==> src/rtl/alarm_pkg.sv <==
// rtl/alarm_pkg.sv - shared constants and helpers for the alarm unit
package alarm_pkg;

    // Digit positions within the HH:MM alarm word {Ht,Hu,Mt,Mu}
    localparam logic [1:0] DIG_HT = 2'd0;
    localparam logic [1:0] DIG_HU = 2'd1;
    localparam logic [1:0] DIG_MT = 2'd2;
    localparam logic [1:0] DIG_MU = 2'd3;

    // Upper limit of each digit; Hu drops to 3 when Ht is 2
    localparam logic [3:0] LIM_HT    = 4'd2;
    localparam logic [3:0] LIM_HU    = 4'd9;
    localparam logic [3:0] LIM_HU_20 = 4'd3;
    localparam logic [3:0] LIM_MT    = 4'd5;
    localparam logic [3:0] LIM_MU    = 4'd9;

    localparam logic [15:0] DEFAULT_RESET_ALARM = 16'h0700;

    // Ring counter holds up to 255 seconds
    localparam int RING_CNT_W = 8;

    // Increment a BCD digit, wrapping to 0 once it passes its limit
    function automatic logic [3:0] bump(input logic [3:0] d, input logic [3:0] lim);
        return (d >= lim) ? 4'd0 : d + 4'd1;
    endfunction

endpackage

==> src/rtl/alarm_ring_timer.sv <==
// rtl/alarm_ring_timer.sv - timed ringing output with stop/disable override
module alarm_ring_timer
    import alarm_pkg::*;
#(
    parameter int RING_SECONDS = 60
) (
    input  logic CLOCK_50,
    input  logic rst_n,
    input  logic trigger,
    input  logic stop,
    input  logic disable_ring,
    input  logic sec_tick,
    output logic ringing
);

    localparam logic [RING_CNT_W-1:0] RING_LOAD = RING_CNT_W'(RING_SECONDS);

    logic [RING_CNT_W-1:0] count;

    // Stop/disable beat trigger, trigger beats the tick; the tick reaching 0 ends the ring
    always_ff @(posedge CLOCK_50 or negedge rst_n) begin
        if (!rst_n) begin
            count   <= '0;
            ringing <= 1'b0;
        end else if (stop || disable_ring) begin
            count   <= '0;
            ringing <= 1'b0;
        end else if (trigger) begin
            count   <= RING_LOAD;
            ringing <= 1'b1;
        end else if (ringing && sec_tick) begin
            count <= count - 1'b1;
            if (count == {{(RING_CNT_W-1){1'b0}}, 1'b1}) begin
                ringing <= 1'b0;
            end
        end
    end

endmodule

==> src/rtl/alarm_unit.sv <==
// rtl/alarm_unit.sv - alarm time editing, clock match and ring trigger
module alarm_unit
    import alarm_pkg::*;
#(
    parameter int          RING_SECONDS = 60,
    parameter logic [15:0] RESET_ALARM  = DEFAULT_RESET_ALARM
) (
    input  logic        CLOCK_50,
    input  logic        rst_n,
    input  logic        adjust_alarm,
    input  logic        flip_state,
    input  logic        select_add,
    input  logic        alarm_add,
    input  logic        alarm_clr,
    input  logic        stop_ring,
    input  logic        sec_tick,
    input  logic [15:0] time_hhmm,
    input  logic [7:0]  time_ss,
    output logic [15:0] alarm_time,
    output logic        alarm_en,
    output logic [1:0]  sel_digit,
    output logic        ringing
);

    logic flip_q, select_q, add_q, clr_q, stop_q, adjust_q, match_q;
    logic flip_ev, select_ev, add_ev, clr_ev, stop_ev, adjust_rise;
    logic match, trigger, disable_ring;
    logic [15:0] next_time;
    logic [3:0]  ht_n;

    // One-flop histories turn each level into a single-cycle event
    always_ff @(posedge CLOCK_50 or negedge rst_n) begin
        if (!rst_n) begin
            flip_q   <= 1'b0;
            select_q <= 1'b0;
            add_q    <= 1'b0;
            clr_q    <= 1'b0;
            stop_q   <= 1'b0;
            adjust_q <= 1'b0;
            match_q  <= 1'b0;
        end else begin
            flip_q   <= flip_state;
            select_q <= select_add;
            add_q    <= alarm_add;
            clr_q    <= alarm_clr;
            stop_q   <= stop_ring;
            adjust_q <= adjust_alarm;
            match_q  <= match;
        end
    end

    // Event decode and alarm match against the running clock
    always_comb begin
        flip_ev      = flip_state & ~flip_q;
        select_ev    = select_add & ~select_q;
        add_ev       = alarm_add & ~add_q;
        clr_ev       = alarm_clr & ~clr_q;
        stop_ev      = stop_ring & ~stop_q;
        adjust_rise  = adjust_alarm & ~adjust_q;
        match        = alarm_en & ~adjust_alarm & (time_hhmm == alarm_time) & (time_ss == 8'h00);
        trigger      = match & ~match_q;
        // Toggling from armed to disarmed silences any ring in progress
        disable_ring = adjust_alarm & flip_ev & alarm_en;
    end

    // Next alarm digits: clear beats increment, both act on the current selection
    always_comb begin
        next_time = alarm_time;
        ht_n      = bump(alarm_time[15:12], LIM_HT);
        if (adjust_alarm) begin
            if (clr_ev) begin
                case (sel_digit)
                    DIG_HT:  next_time[15:12] = 4'd0;
                    DIG_HU:  next_time[11:8]  = 4'd0;
                    DIG_MT:  next_time[7:4]   = 4'd0;
                    default: next_time[3:0]   = 4'd0;
                endcase
            end else if (add_ev) begin
                case (sel_digit)
                    DIG_HT: begin
                        next_time[15:12] = ht_n;
                        // Entering the 20s must not leave an hour above 23
                        if (ht_n == 4'd2 && alarm_time[11:8] > LIM_HU_20) begin
                            next_time[11:8] = LIM_HU_20;
                        end
                    end
                    DIG_HU: next_time[11:8] = bump(alarm_time[11:8],
                                (alarm_time[15:12] == 4'd2) ? LIM_HU_20 : LIM_HU);
                    DIG_MT: next_time[7:4] = bump(alarm_time[7:4], LIM_MT);
                    default: next_time[3:0] = bump(alarm_time[3:0], LIM_MU);
                endcase
            end
        end
    end

    // Alarm registers: digits, armed flag and digit selection
    always_ff @(posedge CLOCK_50 or negedge rst_n) begin
        if (!rst_n) begin
            alarm_time <= RESET_ALARM;
            alarm_en   <= 1'b0;
            sel_digit  <= DIG_HT;
        end else begin
            alarm_time <= next_time;
            if (adjust_alarm && flip_ev) begin
                alarm_en <= ~alarm_en;
            end
            if (adjust_rise) begin
                sel_digit <= DIG_HT;
            end else if (adjust_alarm && select_ev) begin
                sel_digit <= sel_digit + 2'd1;
            end
        end
    end

    alarm_ring_timer #(
        .RING_SECONDS (RING_SECONDS)
    ) u_ring_timer (
        .CLOCK_50     (CLOCK_50),
        .rst_n        (rst_n),
        .trigger      (trigger),
        .stop         (stop_ev | adjust_rise),
        .disable_ring (disable_ring),
        .sec_tick     (sec_tick),
        .ringing      (ringing)
    );

endmodule

==> config.mk <==
export PLATFORM = sky130hd
export DESIGN_NAME = alarm_unit
export DESIGN_NICKNAME = d
export VERILOG_FILES = /design/src/rtl/alarm_pkg.sv /design/src/rtl/alarm_ring_timer.sv /design/src/rtl/alarm_unit.sv
export SDC_FILE = /design/constraint.sdc
export NUM_CORES = 1
export LEC_CHECK = 0
export ABC_AREA = 1
export CAP_MARGIN = 20
export CELL_PAD_IN_SITES_DETAIL_PLACEMENT = 0
export CELL_PAD_IN_SITES_GLOBAL_PLACEMENT = 1
export CORE_ASPECT_RATIO = 0.6
export CORE_MARGIN = 2
export CORE_UTILIZATION = 38
export DETAILED_ROUTE_END_ITERATION = 8
export HOLD_SLACK_MARGIN = 0.05
export PLACE_DENSITY_LB_ADDON = 0.1
export SYNTH_ARGS = -nofsm -noshare
export SYNTH_HDL_FRONTEND = slang
export SYNTH_SLANG_ARGS = --single-unit
==> constraint.sdc <==
create_clock -name CLOCK_50 -period 3.1 [get_ports CLOCK_50]
set_clock_uncertainty 0.2 [all_clocks]
set_input_delay 0.31 -clock CLOCK_50 [delete_from_list [all_inputs] [get_ports CLOCK_50]]
set_output_delay 0.31 -clock CLOCK_50 [all_outputs]
set_load 0.05 [all_outputs]
# ---- After elaboration in Yosys (flattened, before gate mapping)
# Index checks and enable logic that the tools add are counted.
dict set report totals {
  ff_bits 35
  input_bits 33
  out_inout_bits 20
}
dict set report classes {
  n_addsub 6
  n_lt_le_gt_ge 5
  eq_ne 10
  mux 25
  n_bitwise 22
  reduce_logical 18
}
# op count
set ops {}
lappend ops {{$mux W4} 13}
lappend ops {{$mux W16} 2}
lappend ops {{$mux W8} 3}
lappend ops {{$add A4 B1 Y4 const B} 4}
lappend ops {{$eq A16 B16 Y1} 1}
lappend ops {{$and A1 B1 Y1} 12}
lappend ops {{$not A1 Y1} 9}
lappend ops {{$eq A4 B2 Y1 const B} 2}
lappend ops {{$eq A8 B1 Y1 const B} 1}
lappend ops {{$logic_not A8 Y1} 1}
lappend ops {{$pmux W4 S2} 1}
lappend ops {{$sub A8 B1 Y8 const B} 1}
lappend ops {{$reduce_and A3 Y1} 2}
lappend ops {{$reduce_bool A2 Y1} 3}
lappend ops {{$reduce_bool A3 Y1} 2}
lappend ops {{$reduce_and A5 Y1} 1}
lappend ops {{$ge A4 B2 Y1 const B} 1}
lappend ops {{$ge A4 B3 Y1 const B} 1}
lappend ops {{$ge A4 B4 Y1} 1}
lappend ops {{$ge A4 B4 Y1 const B} 1}
lappend ops {{$gt A4 B2 Y1 const B} 1}
lappend ops {{$logic_and A1 B1 Y1} 4}
lappend ops {{$mux W1} 4}
lappend ops {{$mux W2} 2}
lappend ops {{other kinds (12)} 13}

# ---- Longest topological paths before layout
# Gate-level depths: netlist of run 1.
dict set report depth {
  word_depth 8
  ltp_mapped 11
  ltp_nobuf 10
}

# ---- By module
# From an unflattened synthesis of run 1, not the netlist that was laid out.
dict set report unflattened {
  hier_cells 327
  area_unflattened_um2 2318.5
}
# mod instances cells_each area_each_um2
set by_module_without_submodules {}
lappend by_module_without_submodules {alarm_unit 1 249 1773.0}
lappend by_module_without_submodules {alarm_ring_timer 1 78 545.5}

# ---- Worst setup path before layout of run 1
# No wires, ideal clock.
dict set report synth_path {
  path_type {flip-flop to flip-flop}
  from {register alarm_time[12]}
  to {register alarm_time[8]}
  setup_time_ns 0.061
  t_arrival_ns 2.047
  path_slack_ns 0.792
  path_stages_with_launch 11
  n_path_buf 0
  path_cell_list {dfrtp_1 -> inv_1 -> ha_1 -> nand3_1 -> ha_1 -> a211o_1 -> nand2_1 -> nand2_1 -> o21ai_0 -> nand3_1 -> nand2_1}
}
dict set report synth_between {
  elab_chain_cells 7
  elab_cells_between_ends 14
}
# item line_no
set synth_lines {}
lappend synth_lines {{start: declaration} alarm_unit.sv:19} ;# output logic [15:0] alarm_time,
lappend synth_lines {{start signal: assignment} alarm_unit.sv:103} ;# alarm_time <= next_time;
lappend synth_lines {{$eq A4 B2 Y1} alarm_unit.sv:88} ;# (alarm_time[15:12] == 4'd2) ? LIM_HU_20 : LIM_HU);
lappend synth_lines {{$mux W4} alarm_unit.sv:88}
lappend synth_lines {{$ge A4 B4 Y1} alarm_pkg.sv:24} ;# return (d >= lim) ? 4'd0 : d + 4'd1;
lappend synth_lines {{$mux W4} alarm_pkg.sv:24}
lappend synth_lines {{$pmux W4 S2} alarm_unit.sv:79} ;# case (sel_digit)
lappend synth_lines {{$mux W16} alarm_unit.sv:78} ;# end else if (add_ev) begin
lappend synth_lines {{$mux W16} alarm_unit.sv:71} ;# if (clr_ev) begin
# Parallel ways exist; a longest one is shown, timed or not. The select of a mux whose other input is x is not followed.
# A chain may end at the register's enable or synchronous reset.

# ---- Worst setup path after layout of run 1
dict set report layout_path {
  from {register alarm_time[10]}
  to {output alarm_time[10]}
}
# No word-level cell between the ends.

==> results of run 1 <==
[path summary, 6_finish.rpt]
kind | from | end | slack (ns) | cells past startpoint
hold reg to reg | alarm_time[8] | alarm_time[8] | 0.33 | 2
max in group asynchronous | rst_n | alarm_time[10] | 2.10 | 2
setup reg to reg | alarm_time[12] | alarm_time[10] | 0.86 | 10
setup / recovery | alarm_time[10] | alarm_time[10] | 0.85 | 1
hold / removal | rst_n | alarm_time[12] | 0.25 | 2
min in group CLOCK_50 | alarm_clr | clr_q | 0.29 | 1
[final cells by class]
class / instances / share of cell area [%]
multi-input combinational: 207 / 38.3
sequential: 35 / 29.9
timing repair buffer: 54 / 18.2
inverter: 56 / 7.13
tap: 80 / 3.40
clock buffer: 7 / 2.93
clock inverter: 1 / 0.170
[cell usage in the layout (no fill, tap or decap)]
cell             netlist  final
a211o_1                1      1
a211oi_1               1      1
a21boi_1               1      1
a21oi_1                3      3
a21oi_4                1      1
and3_1                 1      1
buf_4                  0      2
clkbuf_1               1      1
clkbuf_8               0      6
clkdlybuf4s50_1        0     52
clkinv_1               2      2
clkinv_2               0      1
dfrtp_1               32     32
dfstp_2                3      3
ha_1                  17     17
inv_1                 52     52
inv_2                  2      2
nand2_1               77     77
nand2_2                1      1
nand3_1               15     15
nand4_1                7      7
nand4_2                1      1
nor2_1                31     31
nor3_1                 6      6
nor4_1                 2      2
o21ai_0               15     15
o21ai_1                4      4
o22ai_1                8      8
o31ai_1                1      1
or2_1                  1      1
or2_2                  1      1
xnor2_1                5      5
xor2_1                 7      7
[metal layers]
metal,up-vias,routed length (microns)
met4,0,38
met3,5,380
met5,-,0
li1,1065,-
met2,60,2030
met1,901,3300
[report_power, final]
| group | internal, mW | total, mW | switching, mW |
|---|---|---|---|
| clock | 0.180 | 0.356 | 0.176 |
| sequential | 0.561 | 0.702 | 0.142 |
| combinational | 0.356 | 0.942 | 0.585 |
| total | 1.10 | 2.00 | 0.903 |
[logic make-up (layout without fill, tap and decap cells)]
family                   count (synthesis)  after routing
flip-flops                              35             35
adder cells (fa/ha/maj)                 17             17
AND/OR/NAND/NOR                        143            143
XOR/XNOR                                12             12
buffers and inverters                   60            118
AO/OA/AOI/OAI                           35             35
[registers in the layout, indices dropped and copies added, names as in the netlist]
register              flops
clr_q                     1
add_q                     1
match_q                   1
sel_digit                 2
alarm_en                  1
u_ring_timer.ringing      1
select_q                  1
adjust_q                  1
flip_q                    1
stop_q                    1
u_ring_timer.count        8
alarm_time               16
==> results.md, run 1 <==
- Top delay family on crit path: buffers and inverters
- Initial antenna violation count: 0
- Via count: 2031
- Post-Synth Adder-Cell Area: 9.50%
- Yosys cell types: 30
- Max-cap check violation count: 0
- Layout cells sized above 1: 5.00%
- Fillers: 557
- Min Tclk post-route: 2.25 ns
- Final Hold Fails: 0
- Synth-to-layout area growth: 31.6%
- Die footprint: 6540 sq um
- Number of synthesized flops with an enable pin: 0
- Count leader, synth: nand2_1
- Post-synthesis compound-gate area fraction: 9.28%
- CP Buf/Inv Count: 1
- Post-CTS resize count: 0
- Area of the multi-input gates: 1130 sq um
- Post-synth top area cell: dfrtp_1
- Post-Route Setup TNS: 0 ns
- Worst-path clk slew: 0.08 ns
- IO Count: 53
- Final setup fails: 0
- Relative slew slack: 65.7%
- Gate Count Post-Synth: 302
- Placed cell count: 432
- Chip height: 63.5 microns
- FF+latch area: 880 sq um
- Synth top area share: 35.8%
- Crit Path Class: reg -> out
- F_max: 0.444 GHz
- Routing usage on met1: 30.6%
- Clock root cell: clkbuf_8
- Ys flop type: dfrtp_1
- Synth Warn #: 0
- Tightest Hold Check Type: in -> async
- Worst-path maximum fanout: 7
- Layout Nets: 409
- Post-CTS setup buffers: 0
- Avg Inst Size Synth: 7.41 sq um
- WHS: 0.255 ns
- M2 GR Usage: 26.1%
- Vias in the first global route: 2000
- Routability cong.: 0.822
- Mux contribution to synthesized area: 0%
- Main combinational cell family by area after synthesis: simple AND/OR/NAND/NOR gates
- TritonCTS buffer count: 5
- Top cells by area, synth: dfrtp_1, nand2_1, ha_1, inv_1, nor2_1
- Overall power: 2.00 mW
- Detailed Route Iter0 Violations: 104
- Worst path cell trace: clkdlybuf4s50_1
- RSZ-0062 raised after global routing: false
- Post-CTS Hold Fix Bufs: 0
- Diode count: 0
- Worst Setup End Kind: primary output
- Synth Area in Simple Gates: 27.0%
- #FFs+latches synth: 35
- Final Worst Setup Slack: 0.850 ns
- Via/cell ratio: 4.62
- Clock Sinks: 35
- GRT met3 Usage: 4.77%
- Crit path DAT: 1.74 ns
- GR Overflow Total: 0
- Slowest-stage cell, CP: clkdlybuf4s50_1
- Status: complete, no violations
- Setup crit start kind: flop
- Final core occ: 52.4%
- Syn Std Cell Area: 2240 sq um
- Core footprint: 5620 sq um
- DP HPWL: 4450 microns
- Routed WL: 5740 microns
- P_leak: 1.47 nW
- CP required: 2.59 ns
- Port bufs: 52
- Bufs on Longest Clock Path: 2
- ANT nets after route: 0
- Syn Nets: 352
- Period utilization: 72.6%
- First-pass GRT wire length: 9720 microns
- Clock Latency Late Sink: 0.29 ns
- VDD IR-drop max: 465 uV
- Non-filler cells, final: 440
- CTS tree: yes
- Largest net degree at the start of global routing: 36
- H-tree depth: 2
- Synth Area in XOR/XNOR: 4.70%
- Slew @ Worst Pin: 0.513 ns
- Busiest grt layer: met1
- Crit-path max cell delay: 0.83 ns
- Die X-Extent: 103 microns
- GRT Total Usage: 19.3%
- Initial core utilization: 39.8%
- DR pass1 iterations: 4
- Seq/Total Area, Yosys: 39.3%
- Wire per inst: 13.1 microns
- Drt drc: 0
- Placed instance area: 2860 sq um
- Post-synth top cells: nand2_1, inv_1, dfrtp_1, nor2_1, ha_1
- Ys async rst share: 100%
- Final Slew Violations: 0
- DP Worst Slack: 0.647 ns
- FP Rows: 21
- PD cells: 679 nW/um^2
- Design area: 2950 sq um
No activity file was read; power rests on OpenSTA's default activity.
==> inputs of run 2 (changes only) <==
--- a/config.mk
+++ b/config.mk
@@ -11,7 +11,7 @@
 export CELL_PAD_IN_SITES_GLOBAL_PLACEMENT = 1
 export CORE_ASPECT_RATIO = 0.6
 export CORE_MARGIN = 2
-export CORE_UTILIZATION = 38
+export CORE_UTILIZATION = 36
 export DETAILED_ROUTE_END_ITERATION = 8
 export HOLD_SLACK_MARGIN = 0.05
 export PLACE_DENSITY_LB_ADDON = 0.1
==> constraint.sdc (replaced) <==
create_clock -name CLOCK_50 -period 2.2 [get_ports CLOCK_50]
set_clock_uncertainty 0.2 [all_clocks]
set_input_delay 0.22 -clock CLOCK_50 [delete_from_list [all_inputs] [get_ports CLOCK_50]]
set_output_delay 0.22 -clock CLOCK_50 [all_outputs]
set_load 0.05 [all_outputs]
==> results.md, run 2 (synthesized netlist as in run 1, its figures left out) <==
- Diode count: 0 (unchanged)
- Routed WL: 5730 microns (-0.28%)
- Design area: 3060 sq um (+3.7%)
- FP Rows: 22 (+4.8%)
- CTS tree: yes
- Wire per inst: 12.8 microns (-2.3%)
- Clock Sinks: 35 (unchanged)
- First-pass GRT wire length: 9290 microns (-4.4%)
- DR pass1 iterations: 4 (unchanged)
- Min Tclk post-route: 2.09 ns
- Relative slew slack: 66.2% (+0.57 points)
- Via count: 2068 (+1.8%)
- DP HPWL: 4460 microns (+0.25%)
- Clock Latency Late Sink: 0.30 ns (about the same)
- Final Hold Fails: 0 (unchanged)
- Largest regs: alarm_time x16, u_ring_timer.count x8, sel_digit x2
- Worst-path clk slew: 0.08 ns (about the same)
- Largest net degree at the start of global routing: 36 (unchanged)
- DP Worst Slack: 0.0727 ns (-0.574 ns)
- Setup crit start kind: flop
- Vias in the first global route: 1886 (-5.7%)
- Worst Setup End Kind: primary output
- CP Buf/Inv Count: 1 (unchanged)
- Chip height: 65.1 microns (+2.6%)
- Clock root cell: clkbuf_8
- Period utilization: 95.0%
- Layout cells sized above 1: 9.59% (+4.6 points)
- Top reg by flops: alarm_time
- CP required: 1.78 ns (-0.81 ns)
- Crit path DAT: 1.67 ns (-0.07 ns)
- Detailed Route Iter0 Violations: 107 (+2.9%)
- Initial core utilization: 37.0% (-2.8 points)
- Slew @ Worst Pin: 0.505 ns (-0.00855 ns)
- GR Overflow Total: 0 (unchanged)
- Placed instance area: 2910 sq um (+1.9%)
- Crit Path Class: reg -> out
- WL met2: 2030 microns (about the same)
- Final Slew Violations: 0 (unchanged)
- VDD IR-drop max: 586 uV (+26%)
- Layout Nets: 414 (+1.2%)
- Core footprint: 6060 sq um (+7.7%)
- Die X-Extent: 106 microns (+2.6%)
- WL met3: 284 microns (-25%)
- Drt drc: 0 (unchanged)
- Switch Pwr: 1.32 mW (+46%)
- Logic pwr share: 46.6% (-0.5 points)
- Internal: 1.66 mW (+52%)
- P_leak: 1.54 nW (+4.6%)
- F_max: 0.478 GHz
- Net Sw Frac: 44.3% (-0.90 points)
- Via/cell ratio: 4.61 (-0.22%)
- Die footprint: 6890 sq um (+5.3%)
- Most common cell after layout, fill and taps aside: nand2_1
- Top Metal Used: met4
- Overall power: 2.99 mW (+49%)
- Most frequent cells in the layout: nand2_1, inv_1, clkdlybuf4s50_1
- M1 WL: 3360 microns (+2.0%)
- Bufs on Longest Clock Path: 2 (unchanged)
- TritonCTS buffer count: 5 (unchanged)
- Initial antenna violation count: 0 (unchanged)
- Crit-path max cell delay: 0.87 ns (+0.04 ns)
- Final setup fails: 0 (unchanged)
- Post-CTS Hold Fix Bufs: 0 (unchanged)
- PD cells: 977 nW/um^2 (+44%)
- Max-cap check violation count: 0 (unchanged)
- Clock power frac: 19.9% (+2.1 points)
- Share of power burned in registers: 33.5% (-1.6 points)
- Slowest-stage cell, CP: clkdlybuf4s50_1
- Tightest Hold Check Type: in -> async
- Routability cong.: 0.837 (+1.9%)
- Final Worst Setup Slack: 0.109 ns (-0.741 ns)
- Worst-path maximum fanout: 8 (+1)
- Port bufs: 52 (unchanged)
- Worst path cell trace: clkdlybuf4s50_1
- ANT nets after route: 0 (unchanged)
- Synth-to-layout area growth: 36.6%
- Top delay family on crit path: buffers and inverters
- Status: complete, no violations
- GRT Total Usage: 17.6% (-1.7 points)
- H-tree depth: 2 (unchanged)
- IO Count: 53 (unchanged)
- Post-CTS setup buffers: 0 (unchanged)
- Flip-flop count of the largest register after layout: 16 (unchanged)
==> run 2: final timing paths <==
| check | startpoint | end | cells past startpoint | slack (ns) |
|---|---|---|---|---|
| min reg2reg | alarm_en | alarm_en | 2 | 0.32 |
| max | alarm_time[0] | alarm_time[0] | 1 | 0.11 |
| max reg2reg | alarm_time[12] | alarm_time[10] | 10 | 0.16 |
| min | rst_n | alarm_time[15] | 2 | 0.09 |
| min in group CLOCK_50 | select_add | select_q | 1 | 0.18 |
| max in group asynchronous | rst_n | alarm_time[9] | 2 | 1.46 |
==> run 2: layout make-up <==
type                    instances  area (sq um)
clock buffers                   5          68.8
clock inverters                 3          43.8
fillers                       588          3000
inverters                      56           210
multi-input cells             207          1160
flip-flops and latches         35           882
well taps                      84           105
repair buffers                 59           588
==> run 2: per-stage QoR <==
step | instances | hold slack, ns | TNS [ns] | util [%]
floorplan | 302 | -0.276 | 0 | -
global placement | 441 | 0.310 | 0 | 48.1
detailed placement | 441 | 0.313 | 0 | 48.1
CTS | 449 | 0.0964 | 0 | 49.9
global route | 449 | 0.120 | -0.00560 | 50.5
finish | 449 | 0.0871 | 0 | 50.5
==> run 2: repair_timing <==
item	in CTS	in global routing
gates resized for setup	0	11
setup endpoints to repair	0	6
endpoints found under the hold margin	0	0
==> run 2: metal layers <==
metal,vias up,global-route usage (%)
li1,1080,-
met1,919,28.9
met2,64,21.9
met3,5,4.02
met4,0,4.93
met5,-,0
==> run 2: power by group through the flow <==
stage | logic [mW] | registers, mW | clock network (mW)
after global routing | 1.54 | 1.03 | 0.633
final | 1.39 | 0.999 | 0.595
after detailed placement | 1.35 | 1.00 | 0
after global placement | 1.35 | 1.00 | 0
after CTS | 1.36 | 0.994 | 0.608
after floorplan | 0.582 | 1.29 | 0
==> inputs of run 3 (changes only) <==
--- a/config.mk
+++ b/config.mk
@@ -6,7 +6,7 @@
 export NUM_CORES = 1
 export LEC_CHECK = 0
 export ABC_AREA = 1
-export CAP_MARGIN = 20
+export CAP_MARGIN = 40
 export CELL_PAD_IN_SITES_DETAIL_PLACEMENT = 0
 export CELL_PAD_IN_SITES_GLOBAL_PLACEMENT = 1
 export CORE_ASPECT_RATIO = 0.6
==> results of run 3 <==
No change in the layout: final DEF, timing and power equal those of run 2.
